File: config.mk
export PLATFORM = sky130hd
export DESIGN_NAME = pipe_cla_adder
export DESIGN_NICKNAME = d
export VERILOG_FILES = /design/src/rtl/pipe_cla_adder.sv
export SDC_FILE = /design/constraint.sdc
export NUM_CORES = 1
export LEC_CHECK = 0
export BUFFER_PORTS_ARGS = -buffer_cell sky130_fd_sc_hd__buf_2
export CAP_MARGIN = 10
export CORE_MARGIN = 5
export CORE_UTILIZATION = 40
export DETAILED_ROUTE_END_ITERATION = 6
export PLACE_DENSITY = 0.61
export SYNTH_ARGS = -nofsm -noshare
export SYNTH_HDL_FRONTEND = slang
export SYNTH_HIERARCHICAL = 1
export SYNTH_SLANG_ARGS = --single-unit
File: constraint.sdc
create_clock -name clk -period 2.4 [get_ports clk]
set_input_delay 0.24 -clock clk [delete_from_list [all_inputs] [get_ports clk]]
set_output_delay 0.24 -clock clk [all_outputs]
set_load 0.005 [all_outputs]
File: src/rtl/pipe_cla_adder.sv
// Pipelined carry-lookahead adder/subtractor with one register stage per BLOCK-bit group.
// Optional saturation on signed overflow is enabled by defining CLA_SAT_EN (adds the sat port).

module cla_group #(
    parameter int BLOCK = 4
) (
    input  logic [BLOCK-1:0] a,
    input  logic [BLOCK-1:0] b,
    input  logic             ci,
    output logic [BLOCK-1:0] sum,
    output logic             co,
    output logic             cmsb
);
    logic [BLOCK-1:0] p, g;
    logic [BLOCK:0]   c;
    logic             t;

    // Each carry is a flat sum of products of G/P terms, so there is no ripple path within the group.
    always_comb begin
        p = a ^ b;
        g = a & b;
        c = '0;
        c[0] = ci;
        t = 1'b0;
        for (int i = 0; i < BLOCK; i++) begin
            t = ci;
            for (int j = 0; j <= i; j++) t = t & p[j];
            c[i+1] = t;
            for (int j = 0; j <= i; j++) begin
                t = g[j];
                for (int k = j + 1; k <= i; k++) t = t & p[k];
                c[i+1] = c[i+1] | t;
            end
        end
    end

    assign sum  = p ^ c[BLOCK-1:0];
    assign co   = c[BLOCK];
    assign cmsb = c[BLOCK-1];
endmodule

module pipe_cla_adder #(
    parameter int WIDTH = 16,
    parameter int BLOCK = 4
) (
    input  logic             clk,
    input  logic             rst,
    input  logic             in_valid,
    output logic             in_ready,
    input  logic [WIDTH-1:0] a,
    input  logic [WIDTH-1:0] b,
    input  logic             cin,
    input  logic             sub,
`ifdef CLA_SAT_EN
    input  logic             sat,
`endif
    output logic             out_valid,
    input  logic             out_ready,
    output logic [WIDTH-1:0] s,
    output logic             cout,
    output logic             ovf,
    output logic             zero
);
    localparam int NSTG = WIDTH / BLOCK;

    if (BLOCK < 1 || BLOCK > 8 || (WIDTH % BLOCK) != 0) begin : g_bad_param
        $error("pipe_cla_adder: WIDTH must be a multiple of BLOCK and BLOCK must be 1..8");
    end

    logic                       stall, accept;
    logic [NSTG-1:0]            vld_pipe;
    logic [NSTG-1:0][WIDTH-1:0] a_in, b_in, s_in, s_nxt;
    logic [NSTG-1:0][WIDTH-1:0] a_q, b_q, s_q;
    logic [NSTG-1:0]            c_in, c_q;
    logic [NSTG-1:0][BLOCK-1:0] g_sum;
    logic [NSTG-1:0]            g_co, g_cmsb;
    logic [WIDTH-1:0]           s_fin;
    logic                       ovf_fin;
    logic                       cout_r, ovf_r, zero_r;
`ifdef CLA_SAT_EN
    logic [NSTG-1:0]            sat_in, sat_q;
`endif

    assign out_valid = vld_pipe[NSTG-1];
    assign stall     = out_valid & ~out_ready;
    assign in_ready  = ~stall;
    assign accept    = in_valid & in_ready;

    for (genvar k = 0; k < NSTG; k++) begin : g_stg
        if (k == 0) begin : g_head
            assign a_in[0] = a;
            assign b_in[0] = sub ? ~b : b;
            assign s_in[0] = '0;
            assign c_in[0] = sub | cin;
`ifdef CLA_SAT_EN
            assign sat_in[0] = sat;
`endif
        end else begin : g_body
            assign a_in[k] = a_q[k-1];
            assign b_in[k] = b_q[k-1];
            assign s_in[k] = s_q[k-1];
            assign c_in[k] = c_q[k-1];
`ifdef CLA_SAT_EN
            assign sat_in[k] = sat_q[k-1];
`endif
        end

        cla_group #(.BLOCK(BLOCK)) u_grp (
            .a    (a_in[k][k*BLOCK +: BLOCK]),
            .b    (b_in[k][k*BLOCK +: BLOCK]),
            .ci   (c_in[k]),
            .sum  (g_sum[k]),
            .co   (g_co[k]),
            .cmsb (g_cmsb[k])
        );
    end

    // Last stage also forms the flags; the clamp replaces its sum before it is registered.
    always_comb begin
        s_nxt = s_in;
        for (int k = 0; k < NSTG; k++) s_nxt[k][k*BLOCK +: BLOCK] = g_sum[k];
        s_fin   = s_nxt[NSTG-1];
        ovf_fin = g_co[NSTG-1] ^ g_cmsb[NSTG-1];
`ifdef CLA_SAT_EN
        // sat selects the signed clamp: a wrapped result with sign bit set was a positive overflow.
        if (sat_in[NSTG-1] && ovf_fin) begin
            s_fin   = s_fin[WIDTH-1] ? {1'b0, {(WIDTH-1){1'b1}}} : {1'b1, {(WIDTH-1){1'b0}}};
            ovf_fin = 1'b0;
        end
`endif
        s_nxt[NSTG-1] = s_fin;
    end

    always_ff @(posedge clk) begin
        if (rst) begin
            vld_pipe <= '0;
            a_q      <= '0;
            b_q      <= '0;
            s_q      <= '0;
            c_q      <= '0;
            cout_r   <= 1'b0;
            ovf_r    <= 1'b0;
            zero_r   <= 1'b0;
`ifdef CLA_SAT_EN
            sat_q    <= '0;
`endif
        end else if (!stall) begin
            vld_pipe <= NSTG'({vld_pipe, accept});
            a_q      <= a_in;
            b_q      <= b_in;
            s_q      <= s_nxt;
            c_q      <= g_co;
            cout_r   <= g_co[NSTG-1];
            ovf_r    <= ovf_fin;
            zero_r   <= ~|s_fin;
`ifdef CLA_SAT_EN
            sat_q    <= sat_in;
`endif
        end
    end

    assign s    = s_q[NSTG-1];
    assign cout = cout_r;
    assign ovf  = ovf_r;
    assign zero = zero_r;

    // Operand bits below the active group and the last stage's carry/operands are never consumed.
    logic unused;
`ifdef CLA_SAT_EN
    assign unused = ^{a_in, b_in, c_q[NSTG-1], g_cmsb, sat_q[NSTG-1]};
`else
    assign unused = ^{a_in, b_in, c_q[NSTG-1], g_cmsb};
`endif
endmodule

# Word-level counts from Yosys, hierarchy flattened
# Cells that the tools add are included.
[word_totals] regBits=146 latch_bits=0 ram_bits=0 mem_bits_ro=0 inputBits=38 elab_cells=117 mem_count=0
[op_classes] n_addsub=0 multipliers=0 div=0 order_cmp=0 n_eq_ne=0 shift=0 mux=1 bitwise_logic=99 reduce_logical=2
[op_table] cell="$and A1 B1 Y1" count=42
[op_table] cell="$or A1 B1 Y1" count=41
[op_table] cell="$xor A4 B4 Y4" count=8
[op_table] cell="$and A4 B4 Y4" count=4
[op_table] cell="$mux W16" count=1
[op_table] cell="$not A16 Y16" count=1
[op_table] cell="$reduce_or A16 Y1" count=1
[op_table] cell="$not A1 Y1" count=2
[op_table] cell="$logic_not A1 Y1" count=1
[op_table] cell="$xor A1 B1 Y1" count=1

# Depth between registers and ports, before layout
# Gate-level depths: netlist of the first run.
[logic_depth] ltp_word=11 ltp_mapped=10 ltp_nobuf=8

# By module
# Netlist of the first run, hierarchy kept.
[modules_own_cells] mod="pipe_cla_adder" instances=1 cells_each=439 area_per_inst_um2=4245.3
[modules_own_cells] mod="cla_group (g_stg[0].u_grp ...)" instances=2 cells_each=15 area_per_inst_um2=162.7
[modules_own_cells] mod="cla_group (g_stg[3].u_grp)" instances=1 cells_each=19 area_per_inst_um2=161.4
[modules_own_cells] mod="cla_group (g_stg[2].u_grp)" instances=1 cells_each=15 area_per_inst_um2=146.4

# Worst setup path after synthesis of the first run
# Ideal clock, no wire load.
[synth_timing] path_type="input-to-reg" from="input sub" to="register c_q[0]" setup_time_ns=0.143 t_arrival_ns=1.790 required_ns=2.257 path_slack_ns=0.466 stages=10 cell_sequence="buf_4 -> buf_4 -> xor2_1 -> ha_1 -> ha_1 -> o211ai_2 -> nand2_2 -> a21o_1 -> nand2_2 -> a21oi_2"
[synth_lines] element="start, declared" line_no="53" source="input logic sub,"
[synth_lines] element="end signal, assigned" line_no="152" source="c_q <= g_co;"
[synth_lines] element="end, declared" line_no="74" source="logic [NSTG-1:0] c_in, c_q;"

# Worst setup path after layout of the first run
[layout_timing] from="register a_q, in the netlist a_in[60]" to="register ovf_r (netlist: ovf)"
[layout_via] word_cells_on_any_way=17
[layout_lines] element="start, declared" line_no="73" source="logic [NSTG-1:0][WIDTH-1:0] a_q, b_q, s_q;"
[layout_lines] element="start signal, assigned" line_no="149" source="a_q <= a_in;"
[layout_lines] element="$xor A4 B4 Y4" line_no="20" source="p = a ^ b;"
[layout_lines] element="$and A1 B1 Y1 (3 in a row)" line_no="27" source="for (int j = 0; j <= i; j++) t = t & p[j];"
[layout_lines] element="$or A1 B1 Y1 * (3 in a row)" line_no="32" source="c[i+1] = c[i+1] | t;"
[layout_lines] element="net g_cmsb[3]" line_no="76" source="logic [NSTG-1:0] g_co, g_cmsb;"
[layout_lines] element="$xor A1 B1 Y1 *" line_no="123" source="ovf_fin = g_co[NSTG-1] ^ g_cmsb[NSTG-1];"
[layout_lines] element="end signal, assigned" line_no="154" source="ovf_r <= ovf_fin;"
[layout_lines] element="end, declared" line_no="79" source="logic cout_r, ovf_r, zero_r;"
# The timed path passes the listed nets; every way through them passes the cells marked *.
# A chain may end at the register's enable or synchronous reset.

==> summary.md, run 1 <==
| Metric | Value |
|---|---|
| PortBufs | between 50 and 60 |
| CTS Buffer Depth | 2 |
| Startpoint types | flip-flop |
| DR iter-0 viols | around 160 |
| ANT cells | 0 |
| Vias in the first global route | 3343 |
| Worst-Skew Late Latency | around 0.34 ns |
| Largest net degree at the start of global routing | 86 |
| Setup Buffers After CTS | 0 |
| Worst Tran Pin Value | between 0.8 and 0.9 ns |
| Crit. End Element | flip-flop |
| # resized after CTS | 0 |
| Most common cell on crit path | ha_1 |
| Layout cells sized above 1 | 0.464 |
| Vias per inst | about 4.7 |
| Buffers & Inverters on Critical Path | 0 |
| Synth Net Count | around 570 |
| Setup TNS | 0 ns |
| # fillers | 1151 |
| Drt wl/cell | approximately 13 um |
| Status | complete, no violations |
| Initial Utilization | 0.408 |
| All-layer global routing usage | 0.129 |
| WL final | roughly 8.8 mm |
| Total congestion overflow | 0 |
| Die footprint | about 15000 um^2 |
| Part of the power in registers | 0.480 |
| GPL Wtd Cong | 0.705 |
| Slew HR | 0.423 |
| Antenna-violating nets left | 0 |
| First-pass DRT Iterations | 4 |
| Design area | approximately 5400 um^2 |
| Crit path max fanout | 3 |
| Cell variety after synth | 31 |
| Mapped Area | between 4000 and 5000 um^2 |
| Nets@finish | slightly above 600 |
| TritonCTS Buffers | 9 |
| Reported max-cap violation count | 0 |
| Syn. warnings | 6 |
| DRC | 0 |
| Delay-heaviest family, CP | compound AO/OA/AOI/OAI gates |
| Fin. Hold Viols | 0 |
| Required @ worst endpoint | 2.65 ns |
| Ports | a little under 60 |
| CP max stage delay | 0.33 ns |
| P_sw | ~900 uW |
| Multi-input logic area | 2570 um^2 |
| Cell Int Power | roughly 2900 uW |
| H-tree depth | 3 |
| Cell count after synthesis | between 500 and 600 |
| Via count | 3275 |
| TritonCTS clock tree | done |
| Avg Inst Size Synth | slightly below 10 um^2 |
| Leak | around 0.0021 uW |
| Layout area overhead | 11.5% |
| Top Metal Used | met4 |
| Clock transition at path regs | about 0.060 ns |
| Minimum clock period | between 1.5 and 2 ns |
| Die height | 120 um |
| PD cells | 694 nW/um^2 |
| Crit-path cells | ha_1, ha_1, o211ai_1, nand2_2, a21o_1, xnor2_1, a211oi_2 |
| Max Slew Vio Count | 0 |
| Switching share of power | 0.240 |
| Most frequent cells in the layout | 98 x dfxtp_1, 90 x nand2_1, 80 x nand2_2 |
| Rows | 40 |
| Met3 routed WL | between 400 and 500 um |
| CP Data Arrival Time | between 2 and 2.5 ns |
| CTS Sinks | 98 |
| Tcrit/Tclk final | 0.743 |
| Sequential cell area | 1960 um^2 |
| VDD IR max | roughly 0.28 mV |
| Count of final setup violators | 0 |
| Die X | ~120 um |
| Final core occ | 0.455 |
| Root buffer cell | clkbuf_16 |
| Quantity of hold-fixing buffers added after cts | 0 |
| Core area | 12000 um^2 |
| Dpl hpwl | 6.20 mm |
| First-pass GRT wire length | 15.5 mm |
| Clock network fraction of total power | 0.392 |
| Met2 wire len | 3.83 mm |
| Gate power share | 0.128 |
| Crit path kind | reg -> reg |
| CP max-delay cell | dfxtp_1 |
| Clock Skew | 0.00509 ns |
| Post-Place Cell Area | 5140 um^2 |
| Post-synthesis register bit count | between 90 and 100 |
| Post-synthesis sequential area ratio | 0.402 |
| M1 wire length | 4.43 mm |
| Max Clk Rate | 561 MHz |
| Commonest non-fill, non-tap cell in the layout | dfxtp_1 |
| Unrepaired setup endpoints after global routing | no |
| Initial antenna violation count | 0 |
| HP Class | in -> reg |
-- logic make-up after synthesis --
| family | count (synthesis) | share of synthesized area |
|---|---|---|
| and+or+nand+nor | 199 | 0.200 |
| DFF | 98 | 0.402 |
| xor gates and xnor gates | 29 | 0.0551 |
| AOI/OAI and AO/OA | 113 | 0.204 |
| adders and majority gates | 24 | 0.0677 |
| buffers and inverters | 40 | 0.0710 |
-- stage by stage --
step / setup WS (ns) / hold WS (ns) / cells / power (uW)
floorplan: 0.466 / 0.374 / 503 / 2220
global placement: 0.543 / 0.447 / 681 / 2330
detailed placement: 0.459 / 0.451 / 681 / 2340
CTS: 0.604 / 0.134 / 696 / 3830
global route: 0.523 / 0.129 / 696 / 3970
finish: 0.618 / 0.140 / 696 / 3780
-- cells in the mapped netlist --
cell type / number / area, um^2
o21ai_1: 1 / 5.00
a21o_1: 4 / 30.0
nand2_2: 80 / 500
buf_1: 1 / 3.75
buf_4: 2 / 15.0
or2_1: 1 / 6.26
o21a_1: 4 / 30.0
ha_1: 20 / 250
nor4_1: 3 / 18.8
nor2_1: 20 / 75.1
inv_1: 4 / 15.0
o211ai_1: 2 / 15.0
nor3_1: 1 / 5.00
o211ai_2: 2 / 25.0
a211oi_2: 13 / 163
nand2_1: 90 / 338
buf_12: 9 / 180
clkbuf_1: 6 / 22.5
nor2b_4: 1 / 13.8
nand3b_1: 1 / 7.51
xnor2_1: 18 / 158
inv_4: 1 / 6.26
a21oi_1: 9 / 45.0
a21oi_2: 78 / 683
xor2_1: 9 / 78.8
buf_2: 14 / 70.1
dfxtp_1: 98 / 1960
fa_1: 4 / 80.1
xor2_2: 2 / 32.5
nand3_1: 2 / 10.0
buf_6: 3 / 33.8
-- layer usage --
metal	vias to the layer above	global-route usage
li1	1723	-
met2	56	0.201
met5	-	0
met1	1486	0.175
met4	0	0.0404
met3	10	0.0370
-- worst register-to-register path, stage by stage, from the launching register on --
cell and delay [ns]:
dfxtp_1 0.33, ha_1 0.30, ha_1 0.20, o211ai_1 0.20, nand2_2 0.10, a21o_1 0.21
xnor2_1 0.14, a211oi_2 0.22
-- worst paths after layout --
check	from	to	slack, ns	cells after the start
worst max-delay path	a_in[60]	ovf	0.62	7
worst min-delay path	a[14]	a_in[30]	0.14	3
worst max register to register	a_in[60]	ovf	0.62	7
worst min register to register	s[4]	s[4]	0.46	2
-- sequential cells by signal, summed over array words and instances, names as in the netlist --
| signal | cells |
|---|---|
| s | 16 |
| zero | 1 |
| cout | 1 |
| vld_pipe | 4 |
| b_in | 24 |
| s_fin | 12 |
| c_q | 3 |
| a_in | 24 |
| ovf | 1 |
| s_in | 12 |
-- power groups by stage --
stage	clock [uW]	sequential (uW)	combinational, uW
detailed placement	0	1850	492
finish	1480	1810	482
floorplan	0	1830	390
global placement	0	1850	481
global route	1600	1830	544
CTS	1530	1810	494
-- area by class of cell --
class                   instances  area share
multi-input cells             365       0.472
inverters                       5     0.00391
flip-flops and latches         98       0.361
clock buffers                  12      0.0435
repair buffers                 66      0.0740
well taps                     147      0.0338
clock inverters                 3      0.0120
Note: power is estimated with default switching activity, not from simulation.
==> inputs of run 2 (changes only) <==
Clock period 2.4 ns to 1.7 ns, I/O delays scaled along.
==> run 2 against run 1 <==
Hold slack lost 0.078 ns. Final cell count grew 1.1%. Clock-buffer cell count shrank 3. Wire length grew 2.0%. Critical path depth is the same. Global-route usage grew 0.41 points. Die area is the same. Largest cell class unchanged. Largest power group unchanged. Highest routed layer unchanged.
==> summary.md, run 2 (synthesis gave the netlist of run 1 again) <==
| Metric | Value |
|---|---|
| Status | complete, no violations (unchanged) |
| Max Clk Rate | 622 MHz (was 561 MHz) |
| DR iter-0 viols | 188 (was 156) |
| CTS Sinks | 98 (unchanged) |
| Clock Skew | 0.00671 ns (was 0.00509 ns) |
| Slew HR | 0.707 (was 0.423) |
| Reg2reg end | ovf (unchanged) |
| Required @ worst endpoint | 1.97 ns (was 2.65 ns) |
| CTS Buffer Depth | 2 (unchanged) |
| Initial Utilization | 0.408 (unchanged) |
| Die X | 120 um (unchanged) |
| Core area | 12000 um^2 (unchanged) |
| Clock transition at path regs | 0.07 ns (was 0.06 ns) |
| DRC | 0 (unchanged) |
| Tcrit/Tclk final | 0.946 (was 0.743) |
| Root buffer cell | clkbuf_16 (unchanged) |
| Initial antenna violation count | 0 (unchanged) |
| Worst-Skew Late Latency | 0.34 ns (about the same) |
| Most common cell on crit path | ha_4 (was ha_1) |
| PD cells | 921 nW/um^2 (was 694 nW/um^2) |
| Non-filler cells in the finished layout | 704 (was 696) |
| Commonest non-fill, non-tap cell in the layout | dfxtp_1 (unchanged) |
| WL final | 9.00 mm (was 8.83 mm) |
| R2R setup slack | 0.09 ns (was 0.62 ns) |
| Hold depth | 3 (unchanged) |
| Unrepaired setup endpoints after global routing | yes (was no) |
| Crit. End Element | flip-flop (unchanged) |
| Leak | 0.00217 uW (was 0.00213 uW) |
| Fin. Hold Viols | 0 (unchanged) |
| Ports | 59 (unchanged) |
| Drt wl/cell | 12.8 um (was 12.7 um) |
| CP Data Arrival Time | 1.87 ns (was 2.03 ns) |
| Rows | 40 (unchanged) |
| Delay-heaviest family, CP | compound AO/OA/AOI/OAI gates (unchanged) |
| Min-Delay Startpoint | a[5] (was a[14]) |
| Total congestion overflow | 0 (unchanged) |
| First-pass DRT Iterations | 4 (unchanged) |
| Count of final setup violators | 0 (unchanged) |
| CP max stage delay | 0.34 ns (was 0.33 ns) |
| Hold endpoint | a_in[21] (was a_in[30]) |
| Setup TNS | 0 ns (unchanged) |
| GPL Wtd Cong | 0.775 (was 0.705) |
| Minimum clock period | 1.61 ns (was 1.78 ns) |
| TritonCTS clock tree | done (unchanged) |
| Vias in the first global route | 3412 (was 3343) |
| # fillers | 1167 (was 1151) |
| Largest net degree at the start of global routing | 39 (was 86) |
| Crit path max fanout | 3 (unchanged) |
| Dpl cells | 688 (was 681) |
| Most frequent cells in the layout | 95 x dfxtp_1, 90 x nand2_1, 80 x nand2_2 (was 98 x dfxtp_1, 90 x nand2_1, 80 x nand2_2) |
| PortBufs | 58 (unchanged) |
| First-pass GRT wire length | 15.9 mm (was 15.5 mm) |
| Layout area overhead | 14.1% (was 11.5%) |
| Setup Buffers After CTS | 0 (unchanged) |
| Reg2reg path depth | 7 (unchanged) |
| TritonCTS Buffers | 9 (unchanged) |
| Antenna-violating nets left | 0 (unchanged) |
| Worst Tran Pin Value | 0.439 ns (was 0.865 ns) |
| Layout cells sized above 1 | 0.501 (was 0.464) |
| Die height | 120 um (unchanged) |
| HP Class | in -> reg (unchanged) |
| Quantity of hold-fixing buffers added after cts | 0 (unchanged) |
| Crit-path cells | ha_4, ha_4, o211ai_1, nand2_2, a21o_1, xnor2_2, a211oi_2 (was ha_1, ha_1, o211ai_1, nand2_2, a21o_1, xnor2_1, a211oi_2) |
| CP max-delay cell | dfxtp_2 (was dfxtp_1) |
| Via count | 3282 (was 3275) |
| Die footprint | 14500 um^2 (unchanged) |
| H-tree depth | 3 (unchanged) |
| Max Slew Vio Count | 0 (unchanged) |
| Post-Place Cell Area | 5230 um^2 (was 5140 um^2) |
| Design area | 5560 um^2 (was 5440 um^2) |
| Startpoint types | flip-flop (unchanged) |
| Buffers & Inverters on Critical Path | 0 (unchanged) |
| Nets@finish | 614 (was 607) |
| Crit path kind | reg -> reg (unchanged) |
| Reported max-cap violation count | 0 (unchanged) |
| VDD IR max | 0.406 mV (was 0.280 mV) |
| ANT cells | 0 (unchanged) |
| Vias per inst | 4.66 (was 4.71) |
| Reg2reg start | b_in[60] (was a_in[60]) |
| Dpl hpwl | 6.46 mm (was 6.20 mm) |
| All-layer global routing usage | 0.134 (was 0.129) |
run 2: worst register-to-register path, delay by kind of cell (launching register included):
family	cells	cell delay, ns
compound gates	3	0.57
fa+ha+maj	2	0.40
flops	1	0.34
xor+xnor	1	0.14
simple gates	1	0.09
run 2: how the worst max path moves through the flow:
stage,start,endpoint,depth (start not counted)
5_1_grt,b_in[60],ovf,7
6_report,b_in[60],ovf,7
3_3_place_gp,a_in[60],ovf,7
3_5_place_dp,a_in[60],ovf,7
4_1_cts,a_in[60],ovf,7
2_1_floorplan,sub,s_in[18],10
run 2: cell type report:
cell class	count	area (um^2)	area share
inverters	5	21.3	0.00382
multi-input cells	365	2640	0.474
well taps	147	184	0.0331
clock inverters	7	46.3	0.00832
clock buffers	9	225	0.0405
flip-flops and latches	98	1970	0.354
repair buffers	73	480	0.0864
run 2: what timing repair did:
| item | CTS | global route |
|---|---|---|
| pin swaps | 3 | 10 |
| endpoints found under the hold margin | 0 | 0 |
| endpoints found under the setup margin | 2 | 3 |
| gates resized for setup | 1 | 12 |
run 2: report_power, final:
part	switching (uW)	leakage, uW	total [uW]	internal (uW)
Sequential	108	0.000807	2560	2450
Clock	875	0.000127	1860	986
Combinational	371	0.00123	707	336
Total	1350	0.00217	5130	3770
run 2: metrics by stage:
step                       util  hold slack [ns]  power [uW]  setup WS (ns)
after global placement    0.437            0.419        3300         0.0134
after global routing      0.465           0.0606        5390        -0.0822
after CTS                 0.460           0.0490        5190        0.00796
after floorplan               -            0.304        3150       -0.00923
final                     0.465           0.0619        5130         0.0923
after detailed placement  0.437            0.419        3320        -0.0279
run 2: metal layers:
| metal | GRT usage | part of all wire |
|---|---|---|
| met5 | 0 | 0 |
| met4 | 0.0637 | 0.020 |
| met3 | 0.0309 | 0.043 |
| met2 | 0.204 | 0.43 |
| met1 | 0.178 | 0.50 |
==> inputs of run 3 (changes only) <==
Settings changed: CTS_BUF_LIST set to sky130_fd_sc_hd__clkbuf_2 sky130_fd_sc_hd__clkbuf_4 sky130_fd_sc_hd__clkbuf_8.
==> run 3 against run 2 <==
Clock power fell by 28%. Utilization fell by 0.91 points. Critical path type unchanged. Final cell count did not move. First-iteration DRC count fell by 8.5%. Worst setup slack improved by 0.00084 ns. Maximum frequency barely moved. Sequential share of layout area rose by 0.75 points. Clock skew rose by 0.0018 ns. Register-to-register slack barely moved. Power fell by 10%. Largest power group unchanged.
==> summary.md, run 3 (synthesis gave the netlist of run 1 again) <==
| Metric | Value |
|---|---|
| DRC | 0 (unchanged) |
| Reported max-cap violation count | 0 (unchanged) |
| Rows | 40 (unchanged) |
| PortBufs | 58 (unchanged) |
| TritonCTS Buffers | 9 (unchanged) |
| Die footprint | 14500 um^2 (unchanged) |
| Crit path kind | reg -> reg (unchanged) |
| Drt wl/cell | 12.7 um (was 12.8 um) |
| Dpl hpwl | 6.46 mm (unchanged) |
| Leak | 0.00211 uW (was 0.00217 uW) |
| Vias in the first global route | 3390 (was 3412) |
| Hold_ws | 0.0305 ns (was 0.0619 ns) |
| Core area | 12000 um^2 (unchanged) |
| GPL Wtd Cong | 0.775 (unchanged) |
| Largest net degree at the start of global routing | 39 (unchanged) |
| Clock Skew | 0.00853 ns (was 0.00671 ns) |
| Initial Utilization | 0.408 (unchanged) |
| First-pass DRT Iterations | 4 (unchanged) |
| CTS Sinks | 98 (unchanged) |
| Slew HR | 0.717 (was 0.707) |
| Total congestion overflow | 0 (unchanged) |
| TritonCTS clock tree | done (unchanged) |
| Crit path max fanout | 3 (unchanged) |
| Final core occ | 0.456 (was 0.465) |
| Root buffer cell | clkbuf_8 (was clkbuf_16) |
| Die height | 120 um (unchanged) |
| Fin. Hold Viols | 0 (unchanged) |
| Most frequent cells in the layout | 95 x dfxtp_1, 90 x nand2_1, 80 x nand2_2 (unchanged) |
| Unrepaired setup endpoints after global routing | yes (unchanged) |
| Layout area overhead | 11.8% (was 14.1%) |
| Design area | 5460 um^2 (was 5560 um^2) |
| All-layer global routing usage | 0.133 (was 0.134) |
| Worst Tran Pin Value | 0.425 ns (was 0.439 ns) |
| Commonest non-fill, non-tap cell in the layout | dfxtp_1 (unchanged) |
| Status | complete, no violations (unchanged) |
| H-tree depth | 3 (unchanged) |
| PD cells | 843 nW/um^2 (was 921 nW/um^2) |
| Via count | 3277 (was 3282) |
| Minimum clock period | 1.61 ns (about the same) |
| Initial antenna violation count | 0 (unchanged) |
| Antenna-violating nets left | 0 (unchanged) |
| HP Class | in -> reg (unchanged) |
| WL final | 8.94 mm (was 9.00 mm) |
| Non-filler cells in the finished layout | 704 (unchanged) |
| Layout cells sized above 1 | 0.499 (was 0.501) |
| CP Data Arrival Time | 1.90 ns (was 1.87 ns) |
| Quantity of hold-fixing buffers added after cts | 0 (unchanged) |
| Die X | 120 um (unchanged) |
| Ports | 59 (unchanged) |
| Vias per inst | 4.65 (was 4.66) |
| Max Slew Vio Count | 0 (unchanged) |
| VDD IR max | 0.324 mV (was 0.406 mV) |
| CTS Buffer Depth | 2 (unchanged) |
| Required @ worst endpoint | 1.99 ns (was 1.97 ns) |
| First-pass GRT wire length | 15.9 mm (about the same) |
| Worst-Skew Late Latency | 0.36 ns (was 0.34 ns) |
| Dpl cells | 688 (unchanged) |
| Max Clk Rate | 622 MHz (about the same) |
| Setup Buffers After CTS | 0 (unchanged) |
| Setup TNS | 0 ns (unchanged) |
| Clock transition at path regs | 0.10 ns (was 0.07 ns) |
| Tcrit/Tclk final | 0.945 (was 0.946) |
| Startpoint types | flip-flop (unchanged) |
| Nets@finish | 614 (unchanged) |
| Crit. End Element | flip-flop (unchanged) |
| ANT cells | 0 (unchanged) |
| Count of final setup violators | 0 (unchanged) |
| Post-Place Cell Area | 5230 um^2 (unchanged) |
| DR iter-0 viols | 172 (was 188) |
==> run 3: cell type report <==
| type | count | area, um^2 |
|---|---|---|
| clock buffers | 9 | 124 |
| clock inverters | 7 | 46.3 |
| fillers | 1180 | 6510 |
| inverters | 5 | 21.3 |
| multi-input cells | 365 | 2630 |
| flip-flops and latches | 98 | 1970 |
| well taps | 147 | 184 |
| repair buffers | 73 | 480 |
==> run 3: power breakdown <==
part	switching, uW	total [uW]	internal [uW]
clock network	813	1340	526
logic	368	702	334
registers	108	2560	2450
total	1290	4600	3310
==> run 3: path summary, 6_finish.rpt <==
check / cells past startpoint / from / to / slack (ns)
setup / recovery: 7 / b_in[60] / ovf / 0.09
hold / removal: 3 / a[5] / a_in[21] / 0.03
setup reg to reg: 7 / b_in[60] / ovf / 0.09
hold reg to reg: 2 / s[4] / s[4] / 0.46
==> run 3: repair_timing <==
item,CTS,global route
setup endpoints to repair,2,3
resized for setup,2,11
pin swaps,2,11
==> run 3: routing by layer <==
metal / global-route usage / vias up / wire length (um)
li1: - / 1737 / -
met1: 0.178 / 1473 / 4480
met2: 0.203 / 55 / 3870
met3: 0.0313 / 12 / 408
met4: 0.0602 / 0 / 186
met5: 0 / - / 0
==> run 3: stage by stage <==
step,worst slack [ns],power (uW)
3_3_place_gp,0.0134,3300
6_report,0.0931,4600
5_1_grt,-0.0794,4870
2_1_floorplan,-0.00923,3150
3_5_place_dp,-0.0279,3320
4_1_cts,0.00125,4670
==> run 3: worst max-delay path, cell delays in order (launching register included) <==
cell,delay [ns]
dfxtp_2,0.35
ha_4,0.24
ha_4,0.15
o211ai_1,0.19
nand2_2,0.09
a21o_1,0.22
xnor2_2,0.14
a211oi_2,0.16
